--- src/rtl/boundary_strip_if.sv ---
// Output stream of boundary_strip: interior pixels plus their frame coordinates.
//   oData   interior pixel {R,G,B}
//   oValid  oData/oXCnt/oYCnt are meaningful
//   oReady  consumer takes the pixel this cycle
//   oXCnt   column of oData (0..width-1)
//   oYCnt   row of oData (0..height-1)
// Handshake: a transfer happens on a clock edge where oValid && oReady are both
// high. Once oValid rises, oData/oXCnt/oYCnt stay stable until that transfer.
// The master never waits for oReady before raising oValid.
interface boundary_strip_if;
  logic [23:0] oData;
  logic        oValid;
  logic        oReady;
  logic [31:0] oXCnt;
  logic [31:0] oYCnt;

  modport master (output oData, output oValid, output oXCnt, output oYCnt, input oReady);
  modport slave  (input oData, input oValid, input oXCnt, input oYCnt, output oReady);
endinterface

--- src/rtl/boundary_strip.sv ---
// boundary_strip: removes the zero padding that the filter front end places
// around each frame. It forwards only the width x height interior pixels, in
// raster order. A small output FIFO absorbs consumer stalls, because the
// upstream stream cannot be stalled.
//   clk, reset  clock; synchronous active-high reset
//   newFrame    one-cycle pulse on the first padded pixel of a frame
//   iValid/iData  padded input stream. It has no ready, so a pixel is dropped
//                 when the FIFO is full.
//   out         interior pixel stream (boundary_strip_if master)
//   oDone       one-cycle pulse after the last interior pixel transfers
//   oOverflow   sticky: a kept pixel was dropped on a full FIFO
//   oFrameErr   sticky: newFrame arrived while a frame was still in flight
//   dbg_state   current FSM state
module boundary_strip #(
  parameter int unsigned width      = 320,
  parameter int unsigned height     = 240,
  parameter int unsigned kernelSize = 7,
  parameter int unsigned fifoDepth  = 16
) (
  input  logic             clk,
  input  logic             reset,
  input  logic             newFrame,
  input  logic             iValid,
  input  logic [23:0]      iData,
  boundary_strip_if.master out,
  output logic             oDone,
  output logic             oOverflow,
  output logic             oFrameErr,
  output logic [1:0]       dbg_state
);
  localparam int unsigned BW = (kernelSize - 1) / 2;
  localparam int unsigned PW = width + kernelSize - 1;
  localparam int unsigned PH = height + kernelSize - 1;
  localparam int unsigned AW = $clog2(fifoDepth);
  localparam logic [AW:0] FULL_CNT = (AW+1)'(fifoDepth);

  localparam logic [1:0] S_IDLE   = 2'd0;
  localparam logic [1:0] S_STREAM = 2'd1;
  localparam logic [1:0] S_DRAIN  = 2'd2;
  localparam logic [1:0] S_DONE   = 2'd3;

  logic [1:0]    state_q, state_d;
  logic [31:0]   in_x_q, in_x_d, in_y_q, in_y_d;
  logic [31:0]   out_x_q, out_x_d, out_y_q, out_y_d;
  logic [AW-1:0] wr_ptr_q, wr_ptr_d, rd_ptr_q, rd_ptr_d, wr_addr;
  logic [AW:0]   count_q, count_d;
  logic [23:0]   mem_q [fifoDepth];
  logic          out_cmp_q, out_cmp_d, done_q, done_d, ovf_q, ovf_d, ferr_q, ferr_d;

  logic          active, rd, accept, keep, full, wr_en, last_in, final_xfer;
  logic [31:0]   cur_x, cur_y;

  // Show-ahead FIFO: the head entry is presented directly. The output is zero
  // while the FIFO is empty.
  assign out.oValid = (count_q != '0);
  assign out.oData  = out.oValid ? mem_q[rd_ptr_q] : '0;
  assign out.oXCnt  = out_x_q;
  assign out.oYCnt  = out_y_q;
  assign oDone      = done_q;
  assign oOverflow  = ovf_q;
  assign oFrameErr  = ferr_q;
  assign dbg_state  = state_q;

  always_comb begin
    active = (state_q == S_STREAM) || (state_q == S_DRAIN);
    rd     = out.oValid && out.oReady;
    // On a newFrame cycle a coincident pixel is padded pixel (0,0).
    cur_x  = newFrame ? '0 : in_x_q;
    cur_y  = newFrame ? '0 : in_y_q;
    accept = iValid && (newFrame || (state_q == S_STREAM));
    keep   = accept && (cur_x >= BW) && (cur_x < BW + width) &&
             (cur_y >= BW) && (cur_y < BW + height);
    full   = (count_q == FULL_CNT);
    // A write on a full FIFO is legal when the head leaves in the same cycle.
    // newFrame empties the FIFO, so a write is always possible then.
    wr_en  = keep && (newFrame || !full || rd);
    wr_addr = newFrame ? '0 : wr_ptr_q;
    last_in = accept && (cur_x == PW - 1) && (cur_y == PH - 1);
    final_xfer = rd && active && !newFrame &&
                 (out_x_q == width - 1) && (out_y_q == height - 1);

    in_x_d = in_x_q;
    in_y_d = in_y_q;
    if (accept) begin
      if (cur_x == PW - 1) begin
        in_x_d = '0;
        in_y_d = (cur_y == PH - 1) ? '0 : cur_y + 32'd1;
      end else begin
        in_x_d = cur_x + 32'd1;
        in_y_d = cur_y;
      end
    end else if (newFrame) begin
      in_x_d = '0;
      in_y_d = '0;
    end

    if (newFrame) begin
      rd_ptr_d = '0;
      wr_ptr_d = AW'(wr_en);
      count_d  = (AW+1)'(wr_en);
    end else begin
      rd_ptr_d = rd_ptr_q + AW'(rd);
      wr_ptr_d = wr_ptr_q + AW'(wr_en);
      count_d  = count_q + (AW+1)'(wr_en) - (AW+1)'(rd);
    end

    out_x_d = out_x_q;
    out_y_d = out_y_q;
    if (newFrame) begin
      out_x_d = '0;
      out_y_d = '0;
    end else if (rd) begin
      if (out_x_q == width - 1) begin
        out_x_d = '0;
        out_y_d = (out_y_q == height - 1) ? '0 : out_y_q + 32'd1;
      end else begin
        out_x_d = out_x_q + 32'd1;
      end
    end

    // The last interior pixel can leave while padding rows are still arriving.
    // out_cmp remembers this so the end of input can return straight to IDLE.
    out_cmp_d = newFrame ? 1'b0 : (out_cmp_q || final_xfer);
    done_d    = final_xfer;
    ovf_d     = ovf_q || (keep && !wr_en);
    ferr_d    = ferr_q || (newFrame && active);

    state_d = state_q;
    case (state_q)
      S_IDLE:   if (newFrame) state_d = S_STREAM;
      S_STREAM: begin
        if (newFrame) state_d = S_STREAM;
        else if (last_in) state_d = (out_cmp_q || final_xfer) ? S_IDLE : S_DRAIN;
      end
      S_DRAIN: begin
        if (newFrame) state_d = S_STREAM;
        else if (final_xfer) state_d = S_DONE;
      end
      default:  state_d = newFrame ? S_STREAM : S_IDLE;
    endcase
  end

  always_ff @(posedge clk) begin
    if (reset) begin
      state_q   <= S_IDLE;
      in_x_q    <= '0;
      in_y_q    <= '0;
      out_x_q   <= '0;
      out_y_q   <= '0;
      wr_ptr_q  <= '0;
      rd_ptr_q  <= '0;
      count_q   <= '0;
      out_cmp_q <= 1'b0;
      done_q    <= 1'b0;
      ovf_q     <= 1'b0;
      ferr_q    <= 1'b0;
    end else begin
      state_q   <= state_d;
      in_x_q    <= in_x_d;
      in_y_q    <= in_y_d;
      out_x_q   <= out_x_d;
      out_y_q   <= out_y_d;
      wr_ptr_q  <= wr_ptr_d;
      rd_ptr_q  <= rd_ptr_d;
      count_q   <= count_d;
      out_cmp_q <= out_cmp_d;
      done_q    <= done_d;
      ovf_q     <= ovf_d;
      ferr_q    <= ferr_d;
    end
  end

  // Storage needs no reset. Unoccupied entries are never presented.
  always_ff @(posedge clk) begin
    if (wr_en) mem_q[wr_addr] <= iData;
  end
endmodule

--- src/flat_wrapper.sv ---
// flat-port wrapper written by rule: the top's interface ports become plain ports
module boundary_strip_flat 
#(
  parameter int unsigned width      = 320,
  parameter int unsigned height     = 240,
  parameter int unsigned kernelSize = 7,
  parameter int unsigned fifoDepth  = 16
)
  (clk, reset, newFrame, iValid, iData, oDone, oOverflow, oFrameErr, dbg_state, out_oData, out_oValid, out_oXCnt, out_oYCnt, out_oReady);
  boundary_strip_if out_i ();
  input  logic clk;
  input  logic reset;
  input  logic newFrame;
  input  logic iValid;
  input  logic [23:0] iData;
  output logic oDone;
  output logic oOverflow;
  output logic oFrameErr;
  output logic [1:0] dbg_state;
  output wire logic [$bits(out_i.oData)-1:0] out_oData;
  output wire logic [$bits(out_i.oValid)-1:0] out_oValid;
  output wire logic [$bits(out_i.oXCnt)-1:0] out_oXCnt;
  output wire logic [$bits(out_i.oYCnt)-1:0] out_oYCnt;
  input wire logic [$bits(out_i.oReady)-1:0] out_oReady;
  assign out_oData = out_i.oData;
  assign out_oValid = out_i.oValid;
  assign out_oXCnt = out_i.oXCnt;
  assign out_oYCnt = out_i.oYCnt;
  assign out_i.oReady = out_oReady;
  boundary_strip #(.width(width), .height(height), .kernelSize(kernelSize), .fifoDepth(fifoDepth)) u_core (.clk(clk), .reset(reset), .newFrame(newFrame), .iValid(iValid), .iData(iData), .out(out_i), .oDone(oDone), .oOverflow(oOverflow), .oFrameErr(oFrameErr), .dbg_state(dbg_state));
endmodule
--- config.mk ---
export PLATFORM = sky130hd
export DESIGN_NAME = boundary_strip_flat
export DESIGN_NICKNAME = d
export VERILOG_FILES = /design/src/rtl/boundary_strip_if.sv /design/src/rtl/boundary_strip.sv /design/src/flat_wrapper.sv
export SDC_FILE = /design/constraint.sdc
export NUM_CORES = 1
export LEC_CHECK = 0
export ABC_AREA = 1
export CORE_UTILIZATION = 50
export CTS_BUF_LIST = sky130_fd_sc_hd__clkbuf_4 sky130_fd_sc_hd__clkbuf_8
export DETAILED_ROUTE_END_ITERATION = 12
export PLACE_DENSITY = 0.79
export SLEW_MARGIN = 30
export SYNTH_ARGS = -nofsm -noshare
export SYNTH_HDL_FRONTEND = slang
export SYNTH_SLANG_ARGS = --single-unit
--- constraint.sdc ---
create_clock -name clk -period 8 [get_ports clk]
set_clock_uncertainty 0.1 [all_clocks]
set_input_delay 1.6 -clock clk [delete_from_list [all_inputs] [get_ports clk]]
set_output_delay 1.6 -clock clk [all_outputs]
set_load 0.05 [all_outputs]
==> impl_results.html, run 1 <==
<table>
<tr><th>Metric</th><th>Value</th></tr>
<tr><th colspan="2">Status</th></tr>
<tr><td>Status</td><td>complete, no violations</td></tr>
<tr><th colspan="2">Route</th></tr>
<tr><td>Overall routed net length</td><td>63700 um</td></tr>
<tr><td>Detailed-route via count</td><td>20.0k</td></tr>
<tr><td>Detailed-route wire length per cell</td><td>18.5 um</td></tr>
<tr><td>Vias/cell</td><td>5.79</td></tr>
<tr><td>Drt pass-1 iters</td><td>6</td></tr>
<tr><td>Antenna violation net count after detailed routing</td><td>0</td></tr>
<tr><td>Drt first-iter violations</td><td>1989</td></tr>
<tr><td>DRC Markers</td><td>0</td></tr>
<tr><th colspan="2">STA</th></tr>
<tr><td>Hold_ws</td><td>0.362 ns</td></tr>
<tr><td>Final-report max-slew violation count</td><td>0</td></tr>
<tr><td>Crit path setup slack, layout</td><td>1.93 ns</td></tr>
<tr><td>Upper clock frequency limit</td><td>0.165 GHz</td></tr>
<tr><td>Aggregate negative setup slack</td><td>0 ns</td></tr>
<tr><td>Worst max-slew margin expressed relative to the limit</td><td>33.2%</td></tr>
<tr><td>Final-report setup violation count</td><td>0</td></tr>
<tr><td>Worst-margin pin slew</td><td>1.00 ns</td></tr>
<tr><td>Share of the clock period used by the worst path</td><td>75.8%</td></tr>
<tr><td>Total count of hold-check failures in the final report</td><td>0</td></tr>
<tr><td>Unrepaired setup endpoints after global routing</td><td>false</td></tr>
<tr><td>Minimum period implied by the final worst setup slack</td><td>6.07 ns</td></tr>
<tr><th colspan="2">Yosys</th></tr>
<tr><td>Sequential area share after synthesis</td><td>59.2%</td></tr>
<tr><td>Netlist area before placement</td><td>0.0245 mm^2</td></tr>
<tr><td>Flops &amp; latches, synth</td><td>531</td></tr>
<tr><td>Number of enable flip-flop cells after synthesis</td><td>384</td></tr>
<tr><td>Post-synthesis area per instance</td><td>9.20 um^2</td></tr>
<tr><td>Syn_nets</td><td>2707</td></tr>
<tr><td>Synth async-reset ratio</td><td>0%</td></tr>
<tr><td>Yosys cell types</td><td>47</td></tr>
<tr><td>Cell count after synthesis</td><td>2657</td></tr>
<tr><td>Number of warnings printed during yosys synthesis</td><td>0</td></tr>
<tr><td>Ys flop type</td><td>edfxtp_1</td></tr>
<tr><th colspan="2">Power and ir drop</th></tr>
<tr><td>Total power per unit cell area</td><td>235 mW/mm^2</td></tr>
<tr><td>Final Total Pwr</td><td>0.00656 W</td></tr>
<tr><td>Lkg Pwr</td><td>9.40 nW</td></tr>
<tr><td>Maximum resistive drop on vdd</td><td>0.120 mV</td></tr>
<tr><th colspan="2">Finish</th></tr>
<tr><td>Leading cell type in the layout, fill and taps excluded</td><td>nor2_1</td></tr>
<tr><td>Ratio of cells with drive above 1 in the final layout</td><td>7.63%</td></tr>
<tr><td>Net count reported at finish</td><td>2813</td></tr>
<tr><td>Total of fill cells in the finished design</td><td>4008</td></tr>
<tr><td>Leading cell types in the layout, fill and taps excluded</td><td>nor2_1, edfxtp_1, nand2_1</td></tr>
<tr><td>Synth-to-layout area growth</td><td>14.4%</td></tr>
<tr><th colspan="2">Flow run</th></tr>
<tr><td>Max Cap Viol</td><td>0</td></tr>
<tr><th colspan="2">Placed design</th></tr>
<tr><td>Worst setup timing slack at the placement stage</td><td>2.74 ns</td></tr>
<tr><td>Detail Placement HPWL</td><td>39900 um</td></tr>
<tr><td>GP Congestion</td><td>0.907</td></tr>
<tr><td>PortBufs</td><td>122</td></tr>
<tr><th colspan="2">Die</th></tr>
<tr><td>Initial core utilization</td><td>51.0%</td></tr>
<tr><td>Num rows</td><td>80</td></tr>
<tr><td>Chip height</td><td>223 um</td></tr>
<tr><td>Die boundary width</td><td>223 um</td></tr>
<tr><td>Number of I/O pins</td><td>123</td></tr>
<tr><td>Placeable Area</td><td>0.0479 mm^2</td></tr>
<tr><td>Area enclosed by the die boundary</td><td>0.0498 mm^2</td></tr>
<tr><th colspan="2">Global routing</th></tr>
<tr><td>First-pass GRT wire length</td><td>99800 um</td></tr>
<tr><td>Total grt overflow</td><td>0</td></tr>
<tr><td>Number of global-route vias before repair</td><td>19.2k</td></tr>
<tr><td>Maximum number of pins on one net before global-route repair</td><td>124</td></tr>
<tr><td>Global-route total usage across every layer</td><td>25.3%</td></tr>
<tr><td>Antenna violations before repair</td><td>1</td></tr>
<tr><th colspan="2">CTS</th></tr>
<tr><td>TritonCTS Buffers</td><td>87</td></tr>
<tr><td>H-tree lvl count</td><td>3</td></tr>
<tr><td>Number of buffers inserted by hold repair at cts</td><td>0</td></tr>
<tr><td>Root cell of the clock tree</td><td>clkbuf_8</td></tr>
<tr><td>Post_cts resized</td><td>0</td></tr>
<tr><td>Clock tree buffer depth</td><td>3</td></tr>
<tr><td>Total clock sinks</td><td>531</td></tr>
<tr><td>Clock transition time at the flip-flop clock pins of the worst setup and hold paths</td><td>0.06 ns</td></tr>
<tr><td>Clock latency on the worst-skew pair</td><td>0.68 ns</td></tr>
<tr><td>Number of post-CTS setup repair buffers</td><td>0</td></tr>
<tr><td>Clock tree from TritonCTS</td><td>done</td></tr>
<tr><th colspan="2">Worst hold path</th></tr>
<tr><td>Class of the worst hold path</td><td>reg2reg</td></tr>
<tr><th colspan="2">Critical path</th></tr>
<tr><td>Capturing element type of the critical path</td><td>primary output</td></tr>
<tr><td>Worst Path Max Fanout</td><td>79</td></tr>
<tr><td>Required time reported for the critical path endpoint</td><td>6.30 ns</td></tr>
<tr><td>Critical path's most frequent cell</td><td>nor2_1</td></tr>
<tr><td>Signal arrival time at the worst endpoint</td><td>4.37 ns</td></tr>
<tr><td>Startpoint-to-endpoint class of the critical path</td><td>reg2out</td></tr>
<tr><td>Largest stage delay on the critical path</td><td>0.89 ns</td></tr>
<tr><td>Sequence of cells on the critical path</td><td>inv_4 &gt; buf_4 &gt; nor2_1 &gt; o22ai_1 &gt; nor2_1 &gt; nor2_1 &gt; o21ai_0 &gt; a21oi_1 &gt; clkdlybuf4s50_1</td></tr>
<tr><td>CP startpoint kind</td><td>flip-flop</td></tr>
<tr><td>Library cell contributing the largest single delay on the critical path</td><td>clkdlybuf4s50_1</td></tr>
</table>
==> kinds of logic (layout without fill, tap and decap cells) <==
logic type | after synthesis | after routing | share of synthesized area (%)
flip-flops | 531 | 531 | 59.2
adder cells (fa/ha/maj) | 21 | 21 | 1.11
buffers and inverters | 323 | 496 | 5.12
other | 0 | 1 | 0
XOR/XNOR | 33 | 33 | 1.18
AND/OR/NAND/NOR | 1242 | 1242 | 21.6
AO/OA/AOI/OAI | 507 | 507 | 11.8
==> routing by layer <==
layer / GRT usage, % / up-vias / share of wire [%]
li1: - / 9423 / -
met1: 32.9 / 9390 / 41
met2: 41.9 / 962 / 47
met3: 4.75 / 177 / 8.5
met4: 10.2 / 0 / 3.5
met5: 0 / - / 0
==> cells in the mapped netlist (3+ instances only) <==
cell / number / area [um^2]
o21ai_1: 10 / 50.1
dfxtp_1: 147 / 2940
and2_1: 4 / 25.0
nor3_2: 5 / 50.1
xnor2_1: 9 / 78.8
a21oi_1: 123 / 616
buf_4: 5 / 37.5
clkbuf_1: 94 / 353
buf_2: 10 / 50.1
ha_1: 20 / 250
inv_1: 201 / 754
xor2_1: 24 / 210
inv_2: 6 / 22.5
nor4_1: 6 / 37.5
nand2_1: 379 / 1420
o21bai_1: 3 / 22.5
nand3_1: 166 / 831
a211oi_1: 3 / 22.5
buf_1: 6 / 22.5
nor2_2: 8 / 50.1
o22ai_1: 28 / 175
nor2_1: 528 / 1980
nor3b_1: 8 / 60.1
nand4_1: 33 / 206
o21ai_0: 253 / 1270
nand3b_1: 6 / 45.0
edfxtp_1: 384 / 11500
nor2_4: 3 / 33.8
nor3_1: 76 / 380
nand2_2: 6 / 37.5
or2_2: 6 / 37.5
o221ai_1: 68 / 596
o21a_1: 12 / 90.1
==> worst max-delay path, delay by kind of cell (launching register included) <==
family / cells / cell delay [ns]
flops: 1 / 0.55
compound gates: 3 / 0.77
simple gates: 3 / 0.26
buf+inv: 3 / 2.09
==> power breakdown <==
part	total, W	internal, W	switching (W)
Sequential	0.00301	0.00296	0.0000410
Combinational	0.00113	0.000314	0.000818
Clock	0.00243	0.00130	0.00112
Total	0.00656	0.00458	0.00198
==> flip-flops by register name, summed over array words and instances, names as in the netlist <==
register          flops
u_core.count_q        5
u_core.dbg_state      2
u_core.in_x_q        32
u_core.in_y_q        32
u_core.mem_q        384
u_core.oDone          1
u_core.oFrameErr      1
u_core.oOverflow      1
u_core.out.oXCnt     32
u_core.out.oYCnt     32
u_core.out_cmp_q      1
u_core.rd_ptr_q       4
u_core.wr_ptr_q       4
==> worst paths after layout <==
check | startpoint | end | slack [ns] | depth (start not counted)
setup / recovery | u_core.rd_ptr_q[0] | out_oData[6] | 1.93 | 9
hold / removal | u_core.out_cmp_q | u_core.out_cmp_q | 0.36 | 2
setup reg to reg | u_core.count_q[2] | u_core.out.oYCnt[6] | 4.35 | 12
hold reg to reg | u_core.out_cmp_q | u_core.out_cmp_q | 0.36 | 2
==> layout make-up <==
type / instances / area, um^2 / share of cell area (%)
flip-flops and latches: 531 / 14500 / 51.7
multi-input cells: 1803 / 8850 / 31.6
clock buffers: 117 / 1460 / 5.22
repair buffers: 133 / 1320 / 4.73
inverters: 207 / 783 / 2.80
well taps: 615 / 769 / 2.75
clock inverters: 39 / 317 / 1.13
diodes: 1 / 2.50 / 0.00894
==> through the flow <==
| stage | util (%) | instance area [um^2] | std cells |
|---|---|---|---|
| 5_1_grt | 58.4 | 28000 | 3446 |
| 2_1_floorplan | - | 24500 | 2657 |
| 6_report | 58.4 | 28000 | 3446 |
| 4_1_cts | 58.3 | 28000 | 3444 |
| 3_5_place_dp | 54.6 | 26200 | 3288 |
| 3_3_place_gp | 54.6 | 26200 | 3288 |
Power figures use the tool's default switching activity.
==> run 2, diff against run 1 <==
- PLACE_DENSITY: 0.79 -> 0.82
- clock period: 8 -> 5.2 ns (I/O delays scaled with it)
==> run 2 against run 1 <==
Net effect:
- total power grew 55%
- critical path depth down 2
- wire length is 1.8% higher
- sequential cell count unchanged
- count of clock-buffer cells in the layout up 2
- sequential share of layout area is 0.50 points lower
- final cell count is 0.75% higher
- first-iteration DRC count up 9.5%
- combinational power is 60% higher
- clock power increased by 54%
- via count increased by 1.9%
==> impl_results.html, run 2 (synthesized netlist as in run 1, its figures left out) <==
<table>
<tr><th>Metric</th><th>Value</th></tr>
<tr><th colspan="2">Critical path</th></tr>
<tr><td>Worst Path Max Fanout</td><td>27 (was 79)</td></tr>
<tr><td>Capturing element type of the critical path</td><td>primary output (unchanged)</td></tr>
<tr><td>Critical path's most frequent cell</td><td>buf_4 (was nor2_1)</td></tr>
<tr><td>Signal arrival time at the worst endpoint</td><td>3.95 ns (was 4.37 ns)</td></tr>
<tr><td>Worst reg2reg path depth</td><td>11 (was 12)</td></tr>
<tr><td>Largest stage delay on the critical path</td><td>0.87 ns (was 0.89 ns)</td></tr>
<tr><td>Library cell contributing the largest single delay on the critical path</td><td>clkdlybuf4s50_1 (unchanged)</td></tr>
<tr><td>Startpoint-to-endpoint class of the critical path</td><td>reg2out (unchanged)</td></tr>
<tr><td>CP startpoint kind</td><td>flip-flop (unchanged)</td></tr>
<tr><td>Sequence of cells on the critical path</td><td>buf_4 &gt; clkinv_1 &gt; buf_4 &gt; nor2_1 &gt; o21ai_0 &gt; a21oi_1 &gt; clkdlybuf4s50_1 (was inv_4 &gt; buf_4 &gt; nor2_1 &gt; o22ai_1 &gt; nor2_1 &gt; nor2_1 &gt; o21ai_0 &gt; a21oi_1 &gt; clkdlybuf4s50_1)</td></tr>
<tr><td>Required time reported for the critical path endpoint</td><td>4.06 ns (was 6.30 ns)</td></tr>
<tr><th colspan="2">Flow run</th></tr>
<tr><td>Max Cap Viol</td><td>0 (unchanged)</td></tr>
<tr><th colspan="2">Route</th></tr>
<tr><td>Detailed-route wire length per cell</td><td>18.7 um (was 18.5 um)</td></tr>
<tr><td>Vias/cell</td><td>5.85 (was 5.79)</td></tr>
<tr><td>Drt first-iter violations</td><td>2177 (was 1989)</td></tr>
<tr><td>Detailed-route via count</td><td>20.3k (was 20.0k)</td></tr>
<tr><td>Drt pass-1 iters</td><td>5 (was 6)</td></tr>
<tr><td>Antenna violation net count after detailed routing</td><td>0 (unchanged)</td></tr>
<tr><td>Overall routed net length</td><td>64800 um (was 63700 um)</td></tr>
<tr><td>DRC Markers</td><td>0 (unchanged)</td></tr>
<tr><th colspan="2">Die</th></tr>
<tr><td>Number of I/O pins</td><td>123 (unchanged)</td></tr>
<tr><td>Area enclosed by the die boundary</td><td>0.0498 mm^2 (unchanged)</td></tr>
<tr><td>Chip height</td><td>223 um (unchanged)</td></tr>
<tr><td>Placeable Area</td><td>0.0479 mm^2 (unchanged)</td></tr>
<tr><td>Die boundary width</td><td>223 um (unchanged)</td></tr>
<tr><td>Num rows</td><td>80 (unchanged)</td></tr>
<tr><td>Initial core utilization</td><td>51.0% (unchanged)</td></tr>
<tr><th colspan="2">Placed design</th></tr>
<tr><td>Worst setup timing slack at the placement stage</td><td>0.799 ns (was 2.74 ns)</td></tr>
<tr><td>GP Congestion</td><td>0.924 (was 0.907)</td></tr>
<tr><td>Detail Placement HPWL</td><td>40700 um (was 39900 um)</td></tr>
<tr><td>PortBufs</td><td>122 (unchanged)</td></tr>
<tr><th colspan="2">STA</th></tr>
<tr><td>Crit path setup slack, layout</td><td>0.106 ns (was 1.93 ns)</td></tr>
<tr><td>Minimum period implied by the final worst setup slack</td><td>5.09 ns</td></tr>
<tr><td>Worst max-slew margin expressed relative to the limit</td><td>35.4% (was 33.2%)</td></tr>
<tr><td>Aggregate negative setup slack</td><td>0 ns (unchanged)</td></tr>
<tr><td>Unrepaired setup endpoints after global routing</td><td>false (unchanged)</td></tr>
<tr><td>Upper clock frequency limit</td><td>0.196 GHz</td></tr>
<tr><td>Total count of hold-check failures in the final report</td><td>0 (unchanged)</td></tr>
<tr><td>Share of the clock period used by the worst path</td><td>98.0%</td></tr>
<tr><td>Final-report max-slew violation count</td><td>0 (unchanged)</td></tr>
<tr><td>Final-report setup violation count</td><td>0 (unchanged)</td></tr>
<tr><td>Worst-margin pin slew</td><td>0.963 ns (was 1.00 ns)</td></tr>
<tr><th colspan="2">Global routing</th></tr>
<tr><td>Total grt overflow</td><td>0 (unchanged)</td></tr>
<tr><td>First-pass GRT wire length</td><td>101000 um (was 99800 um)</td></tr>
<tr><td>Maximum number of pins on one net before global-route repair</td><td>149 (was 124)</td></tr>
<tr><td>Number of global-route vias before repair</td><td>19.5k (was 19.2k)</td></tr>
<tr><td>Antenna violations before repair</td><td>3 (was 1)</td></tr>
<tr><td>Global-route total usage across every layer</td><td>25.7% (was 25.3%)</td></tr>
<tr><th colspan="2">Power and ir drop</th></tr>
<tr><td>Total power per unit cell area</td><td>360 mW/mm^2 (was 235 mW/mm^2)</td></tr>
<tr><td>Maximum resistive drop on vdd</td><td>0.225 mV (was 0.120 mV)</td></tr>
<tr><td>Lkg Pwr</td><td>9.55 nW (was 9.40 nW)</td></tr>
<tr><th colspan="2">Finish</th></tr>
<tr><td>Total of fill cells in the finished design</td><td>3917 (was 4008)</td></tr>
<tr><td>Top reg by flops</td><td>u_core.mem_q (unchanged)</td></tr>
<tr><td>Net count reported at finish</td><td>2833 (was 2813)</td></tr>
<tr><td>Leading cell types in the layout, fill and taps excluded</td><td>nor2_1, edfxtp_1, nand2_1 (unchanged)</td></tr>
<tr><td>Ratio of cells with drive above 1 in the final layout</td><td>8.37% (was 7.63%)</td></tr>
<tr><td>Number of flip-flops under the largest register name</td><td>384 (unchanged)</td></tr>
<tr><td>Synth-to-layout area growth</td><td>15.6% (was 14.4%)</td></tr>
<tr><td>Leading cell type in the layout, fill and taps excluded</td><td>nor2_1 (unchanged)</td></tr>
<tr><th colspan="2">CTS</th></tr>
<tr><td>Number of post-CTS setup repair buffers</td><td>0 (unchanged)</td></tr>
<tr><td>Clock latency on the worst-skew pair</td><td>0.69 ns (was 0.68 ns)</td></tr>
<tr><td>Total clock sinks</td><td>531 (unchanged)</td></tr>
<tr><td>Root cell of the clock tree</td><td>clkbuf_8 (unchanged)</td></tr>
<tr><td>TritonCTS Buffers</td><td>86 (was 87)</td></tr>
<tr><td>Clock transition time at the flip-flop clock pins of the worst setup and hold paths</td><td>0.06 ns (about the same)</td></tr>
<tr><td>Clock tree from TritonCTS</td><td>done (unchanged)</td></tr>
<tr><td>H-tree lvl count</td><td>3 (unchanged)</td></tr>
<tr><td>Clock tree buffer depth</td><td>3 (unchanged)</td></tr>
<tr><th colspan="2">Worst hold path</th></tr>
<tr><td>Number of stages on the worst hold path</td><td>2 (unchanged)</td></tr>
<tr><td>Class of the worst hold path</td><td>reg2reg (unchanged)</td></tr>
<tr><th colspan="2">Status</th></tr>
<tr><td>Status</td><td>complete, no violations (unchanged)</td></tr>
</table>
==> run 2: cell types whose count changed in the layout (fill, tap and decap cells not counted), sizes merged <==
cell / previous run / this run
clkbuf: 117 / 119
clkinv: 29 / 33
diode: 1 / 3
inv: 211 / 209
buf: 12 / 33
bufinv: 3 / 2
==> run 2: repair_timing <==
action                                  CTS  global route
hold buffers                              0             0
endpoints found under the setup margin    0             1
hold endpoints to repair                  0             0
resized for setup                         0             1
==> run 2: worst max-delay path, delay by kind of cell, from the launching register on <==
| family | cells | cell delay, ns |
|---|---|---|
| AO/OA/AOI/OAI | 2 | 0.42 |
| AND/OR/NAND/NOR | 1 | 0.12 |
| flip-flops | 1 | 0.30 |
| buffers and inverters | 4 | 2.43 |
==> run 2: final timing paths <==
check / end / slack, ns / start
min: u_core.out_cmp_q / 0.36 / u_core.out_cmp_q
max: out_oData[1] / 0.11 / u_core.rd_ptr_q[3]
min reg2reg: u_core.out_cmp_q / 0.36 / u_core.out_cmp_q
max reg2reg: u_core.out.oXCnt[11] / 1.98 / u_core.count_q[3]
==> run 2: cell type report <==
class | instances | area [um^2] | share of cell area [%]
tap | 615 | 769 | 2.72
antenna | 3 | 7.51 | 0.0266
timing repair buffer | 154 | 1570 | 5.55
clock inverter | 40 | 303 | 1.07
clock buffer | 119 | 1490 | 5.29
inverter | 207 | 783 | 2.77
multi-input combinational | 1803 | 8850 | 31.3
sequential | 531 | 14500 | 51.2
==> run 2: through the flow <==
step | std cells | util (%) | hold WS, ns | instance area, um^2 | power [W]
2_1_floorplan | 2657 | - | 0.336 | 24500 | 0.00586
3_3_place_gp | 3310 | 55.2 | 0.349 | 26400 | 0.00642
3_5_place_dp | 3310 | 55.2 | 0.354 | 26500 | 0.00648
4_1_cts | 3469 | 58.9 | 0.364 | 28200 | 0.0102
5_1_grt | 3472 | 58.9 | 0.379 | 28300 | 0.0105
6_report | 3472 | 58.9 | 0.363 | 28300 | 0.0102
==> run 2: power breakdown <==
part / internal [W] / total (W) / leakage [nW] / switching (W)
logic: 0.000499 / 0.00181 / 3.96 / 0.00131
clock network: 0.00200 / 0.00374 / 0.949 / 0.00174
registers: 0.00456 / 0.00462 / 4.64 / 0.0000563
==> run 2: routing by layer <==
metal	wire length (um)	share of wire [%]	track usage, %
met1	25900	40	32.0
met2	31300	48	43.3
met3	5120	7.9	4.48
met4	2510	3.9	12.8
met5	0	0	0
==> run 3, diff against run 2 <==
- CORE_ASPECT_RATIO: not set -> 0.6
- PLACE_DENSITY: 0.82 -> 0.79
- clock period: 5.2 -> 5.6 ns (I/O delays scaled with it)
==> run 3 against run 2 <==
Net effect:
- final cell count rose by 0.12%
- combinational power decreased by 6%
- critical path depth up 1
- register-to-register slack improved by 0.26 ns
- sequential share of layout area is 0.45 points higher
- clock power shrank 15%
- critical endpoint is now out_oData[18]
==> impl_results.html, run 3 (synthesized netlist as in run 1, its figures left out) <==
<table>
<tr><th>Metric</th><th>Value</th></tr>
<tr><th colspan="2">Power and ir drop</th></tr>
<tr><td>Switching power as a share of total power</td><td>30.5% (was 30.6%)</td></tr>
<tr><td>Part of the total power dissipated in the clock network</td><td>34.6% (was 36.8%)</td></tr>
<tr><td>Internal power</td><td>0.00636 W (was 0.00706 W)</td></tr>
<tr><td>Lkg Pwr</td><td>9.42 nW (was 9.55 nW)</td></tr>
<tr><td>Maximum resistive drop on vdd</td><td>0.315 mV (was 0.225 mV)</td></tr>
<tr><td>Proportion of power drawn by flip-flops and latches</td><td>46.8% (was 45.4%)</td></tr>
<tr><td>Total power per unit cell area</td><td>327 mW/mm^2 (was 360 mW/mm^2)</td></tr>
<tr><td>Logic pwr share</td><td>18.6% (was 17.8%)</td></tr>
<tr><td>Sw power</td><td>0.00279 W (was 0.00311 W)</td></tr>
<tr><th colspan="2">CTS</th></tr>
<tr><td>Post_cts resized</td><td>0 (unchanged)</td></tr>
<tr><td>Clock latency on the worst-skew pair</td><td>0.64 ns (was 0.69 ns)</td></tr>
<tr><td>Clock transition time at the flip-flop clock pins of the worst setup and hold paths</td><td>0.06 ns (about the same)</td></tr>
<tr><td>Clock tree from TritonCTS</td><td>done (unchanged)</td></tr>
<tr><td>Root cell of the clock tree</td><td>clkbuf_8 (unchanged)</td></tr>
<tr><td>Number of post-CTS setup repair buffers</td><td>0 (unchanged)</td></tr>
<tr><td>Clock tree buffer depth</td><td>3 (unchanged)</td></tr>
<tr><td>H-tree lvl count</td><td>3 (unchanged)</td></tr>
<tr><td>TritonCTS Buffers</td><td>79 (was 86)</td></tr>
<tr><td>Total clock sinks</td><td>531 (unchanged)</td></tr>
<tr><td>Number of buffers inserted by hold repair at cts</td><td>0 (unchanged)</td></tr>
<tr><th colspan="2">Placed design</th></tr>
<tr><td>Detail Placement HPWL</td><td>43900 um (was 40700 um)</td></tr>
<tr><td>GP Congestion</td><td>0.979 (was 0.924)</td></tr>
<tr><td>Placed cell area</td><td>0.0265 mm^2 (about the same)</td></tr>
<tr><td>PortBufs</td><td>122 (unchanged)</td></tr>
<tr><th colspan="2">Global routing</th></tr>
<tr><td>Total grt overflow</td><td>0 (unchanged)</td></tr>
<tr><td>Global-route total usage across every layer</td><td>27.1% (was 25.7%)</td></tr>
<tr><td>Antenna violations before repair</td><td>1 (was 3)</td></tr>
<tr><td>First-pass GRT wire length</td><td>106000 um (was 101000 um)</td></tr>
<tr><td>Number of global-route vias before repair</td><td>18.8k (was 19.5k)</td></tr>
<tr><td>Maximum number of pins on one net before global-route repair</td><td>103 (was 149)</td></tr>
<tr><th colspan="2">STA</th></tr>
<tr><td>Total count of hold-check failures in the final report</td><td>0 (unchanged)</td></tr>
<tr><td>Minimum period implied by the final worst setup slack</td><td>5.16 ns</td></tr>
<tr><td>Worst max-slew margin expressed relative to the limit</td><td>36.0% (was 35.4%)</td></tr>
<tr><td>Share of the clock period used by the worst path</td><td>92.2%</td></tr>
<tr><td>Final-report setup violation count</td><td>0 (unchanged)</td></tr>
<tr><td>Upper clock frequency limit</td><td>0.194 GHz</td></tr>
<tr><td>Worst-margin pin slew</td><td>0.957 ns (was 0.963 ns)</td></tr>
<tr><td>Aggregate negative setup slack</td><td>0 ns (unchanged)</td></tr>
<tr><td>Unrepaired setup endpoints after global routing</td><td>false (unchanged)</td></tr>
<tr><td>Final-report max-slew violation count</td><td>0 (unchanged)</td></tr>
<tr><th colspan="2">Finish</th></tr>
<tr><td>Total of fill cells in the finished design</td><td>4047 (was 3917)</td></tr>
<tr><td>Reg area</td><td>0.0145 mm^2 (about the same)</td></tr>
<tr><td>Net count reported at finish</td><td>2828 (was 2833)</td></tr>
<tr><td>Leading cell types in the layout, fill and taps excluded</td><td>nor2_1, edfxtp_1, nand2_1 (unchanged)</td></tr>
<tr><td>Top reg by flops</td><td>u_core.mem_q (unchanged)</td></tr>
<tr><td>Synth-to-layout area growth</td><td>14.5% (was 15.6%)</td></tr>
<tr><td>Leading cell type in the layout, fill and taps excluded</td><td>nor2_1 (unchanged)</td></tr>
<tr><td>Final standard cell area without fillers</td><td>0.0280 mm^2 (was 0.0283 mm^2)</td></tr>
<tr><td>Combined area of the multi-input logic cells</td><td>0.00885 mm^2 (unchanged)</td></tr>
<tr><td>Number of flip-flops under the largest register name</td><td>384 (unchanged)</td></tr>
<tr><td>Ratio of cells with drive above 1 in the final layout</td><td>7.55% (was 8.37%)</td></tr>
<tr><th colspan="2">Critical path</th></tr>
<tr><td>Required time reported for the critical path endpoint</td><td>4.38 ns (was 4.06 ns)</td></tr>
<tr><td>Worst reg2reg path depth</td><td>13 (was 11)</td></tr>
<tr><td>Capturing element type of the critical path</td><td>primary output (unchanged)</td></tr>
<tr><td>Startpoint-to-endpoint class of the critical path</td><td>reg2out (unchanged)</td></tr>
<tr><td>Worst Path Max Fanout</td><td>48 (was 27)</td></tr>
<tr><td>CP startpoint kind</td><td>flip-flop (unchanged)</td></tr>
<tr><td>Setup slack of the worst register-to-register path</td><td>2.24 ns (was 1.98 ns)</td></tr>
<tr><td>Signal arrival time at the worst endpoint</td><td>3.94 ns (was 3.95 ns)</td></tr>
<tr><th colspan="2">Flow run</th></tr>
<tr><td>Max Cap Viol</td><td>0 (unchanged)</td></tr>
<tr><th colspan="2">Route</th></tr>
<tr><td>Detailed-route wire length per cell</td><td>19.7 um (was 18.7 um)</td></tr>
<tr><td>Overall routed net length</td><td>68600 um (was 64800 um)</td></tr>
<tr><td>DRC Markers</td><td>0 (unchanged)</td></tr>
<tr><td>Drt pass-1 iters</td><td>6 (was 5)</td></tr>
<tr><td>Vias/cell</td><td>5.88 (was 5.85)</td></tr>
<tr><td>Detailed-route via count</td><td>20.4k (was 20.3k)</td></tr>
<tr><td>Drt first-iter violations</td><td>2674 (was 2177)</td></tr>
<tr><td>Antenna violation net count after detailed routing</td><td>0 (unchanged)</td></tr>
<tr><th colspan="2">Die</th></tr>
<tr><td>Initial core utilization</td><td>50.9% (was 51.0%)</td></tr>
<tr><td>Chip height</td><td>173 um (was 223 um)</td></tr>
<tr><td>Die boundary width</td><td>288 um (was 223 um)</td></tr>
<tr><td>Number of I/O pins</td><td>123 (unchanged)</td></tr>
<tr><td>Num rows</td><td>62 (was 80)</td></tr>
<tr><td>Area enclosed by the die boundary</td><td>0.0498 mm^2 (about the same)</td></tr>
<tr><td>Placeable Area</td><td>0.0480 mm^2 (was 0.0479 mm^2)</td></tr>
<tr><th colspan="2">Worst hold path</th></tr>
<tr><td>Class of the worst hold path</td><td>reg2reg (unchanged)</td></tr>
<tr><td>Number of stages on the worst hold path</td><td>2 (unchanged)</td></tr>
<tr><th colspan="2">Status</th></tr>
<tr><td>Status</td><td>complete, no violations (unchanged)</td></tr>
</table>
==> run 3: changes by cell type in the layout (fill, tap and decap cells not counted), moves of 3 or more <==
cell	before	now
clkbuf_8	96	84
clkbuf_4	23	17
buf_4	23	28
clkinv_2	14	9
clkinv_1	16	20
buf_12	9	6
inv_12	3	0
==> run 3: worst max-delay path: stages, from the launching register on <==
cell and delay, ns:
dfxtp_2 0.95, buf_4 0.44, o21ai_0 0.16, o22ai_1 0.28, nor2_1 0.07, nor2_1 0.10, o21ai_0 0.08, a21oi_1 0.31
clkdlybuf4s50_1 0.88
==> run 3: layout make-up <==
cell class / count / area share, %
Multi-Input combinational cell: 1803 / 31.6
Antenna cell: 1 / 0.00893
Clock inverter: 37 / 0.947
Clock buffer: 101 / 4.58
Inverter: 207 / 2.78
Tap cell: 640 / 2.86
Sequential cell: 531 / 51.7
Timing Repair Buffer: 156 / 5.52
==> run 3: worst paths after layout <==
path                           start                 end
setup / recovery  u_core.rd_ptr_q[1]       out_oData[18]
hold / removal      u_core.out_cmp_q    u_core.out_cmp_q
setup reg to reg    u_core.in_y_q[0]  u_core.mem_q[6][9]
hold reg to reg     u_core.out_cmp_q    u_core.out_cmp_q
==> run 3: layer usage <==
| metal | share of wire (%) | GRT usage, % | vias to the layer above |
|---|---|---|---|
| met2 | 41 | 37.9 | 1138 |
| met4 | 2.1 | 7.54 | 0 |
| li1 | - | - | 9448 |
| met1 | 45 | 42.1 | 9725 |
| met3 | 11 | 5.79 | 116 |
| met5 | 0 | 0 | - |
==> run 3: metrics by stage <==
stage | total power [W] | worst slack, ns | instances | hold slack [ns] | utilization [%]
after floorplan | 0.00544 | 1.24 | 2657 | 0.336 | -
after global placement | 0.00599 | 1.01 | 3337 | 0.345 | 55.1
after detailed placement | 0.00604 | 0.926 | 3337 | 0.359 | 55.1
after CTS | 0.00919 | 0.484 | 3475 | 0.372 | 58.3
after global routing | 0.00947 | 0.261 | 3476 | 0.391 | 58.3
final | 0.00915 | 0.435 | 3476 | 0.371 | 58.3
==> run 3: power by group through the flow <==
stage          Sequential, W  Combinational (W)  Clock (W)
3_5_place_dp         0.00436            0.00167          0
6_report             0.00428            0.00170    0.00317
2_1_floorplan        0.00438            0.00106          0
3_3_place_gp         0.00436            0.00163          0
4_1_cts              0.00428            0.00169    0.00323
5_1_grt              0.00428            0.00180    0.00338
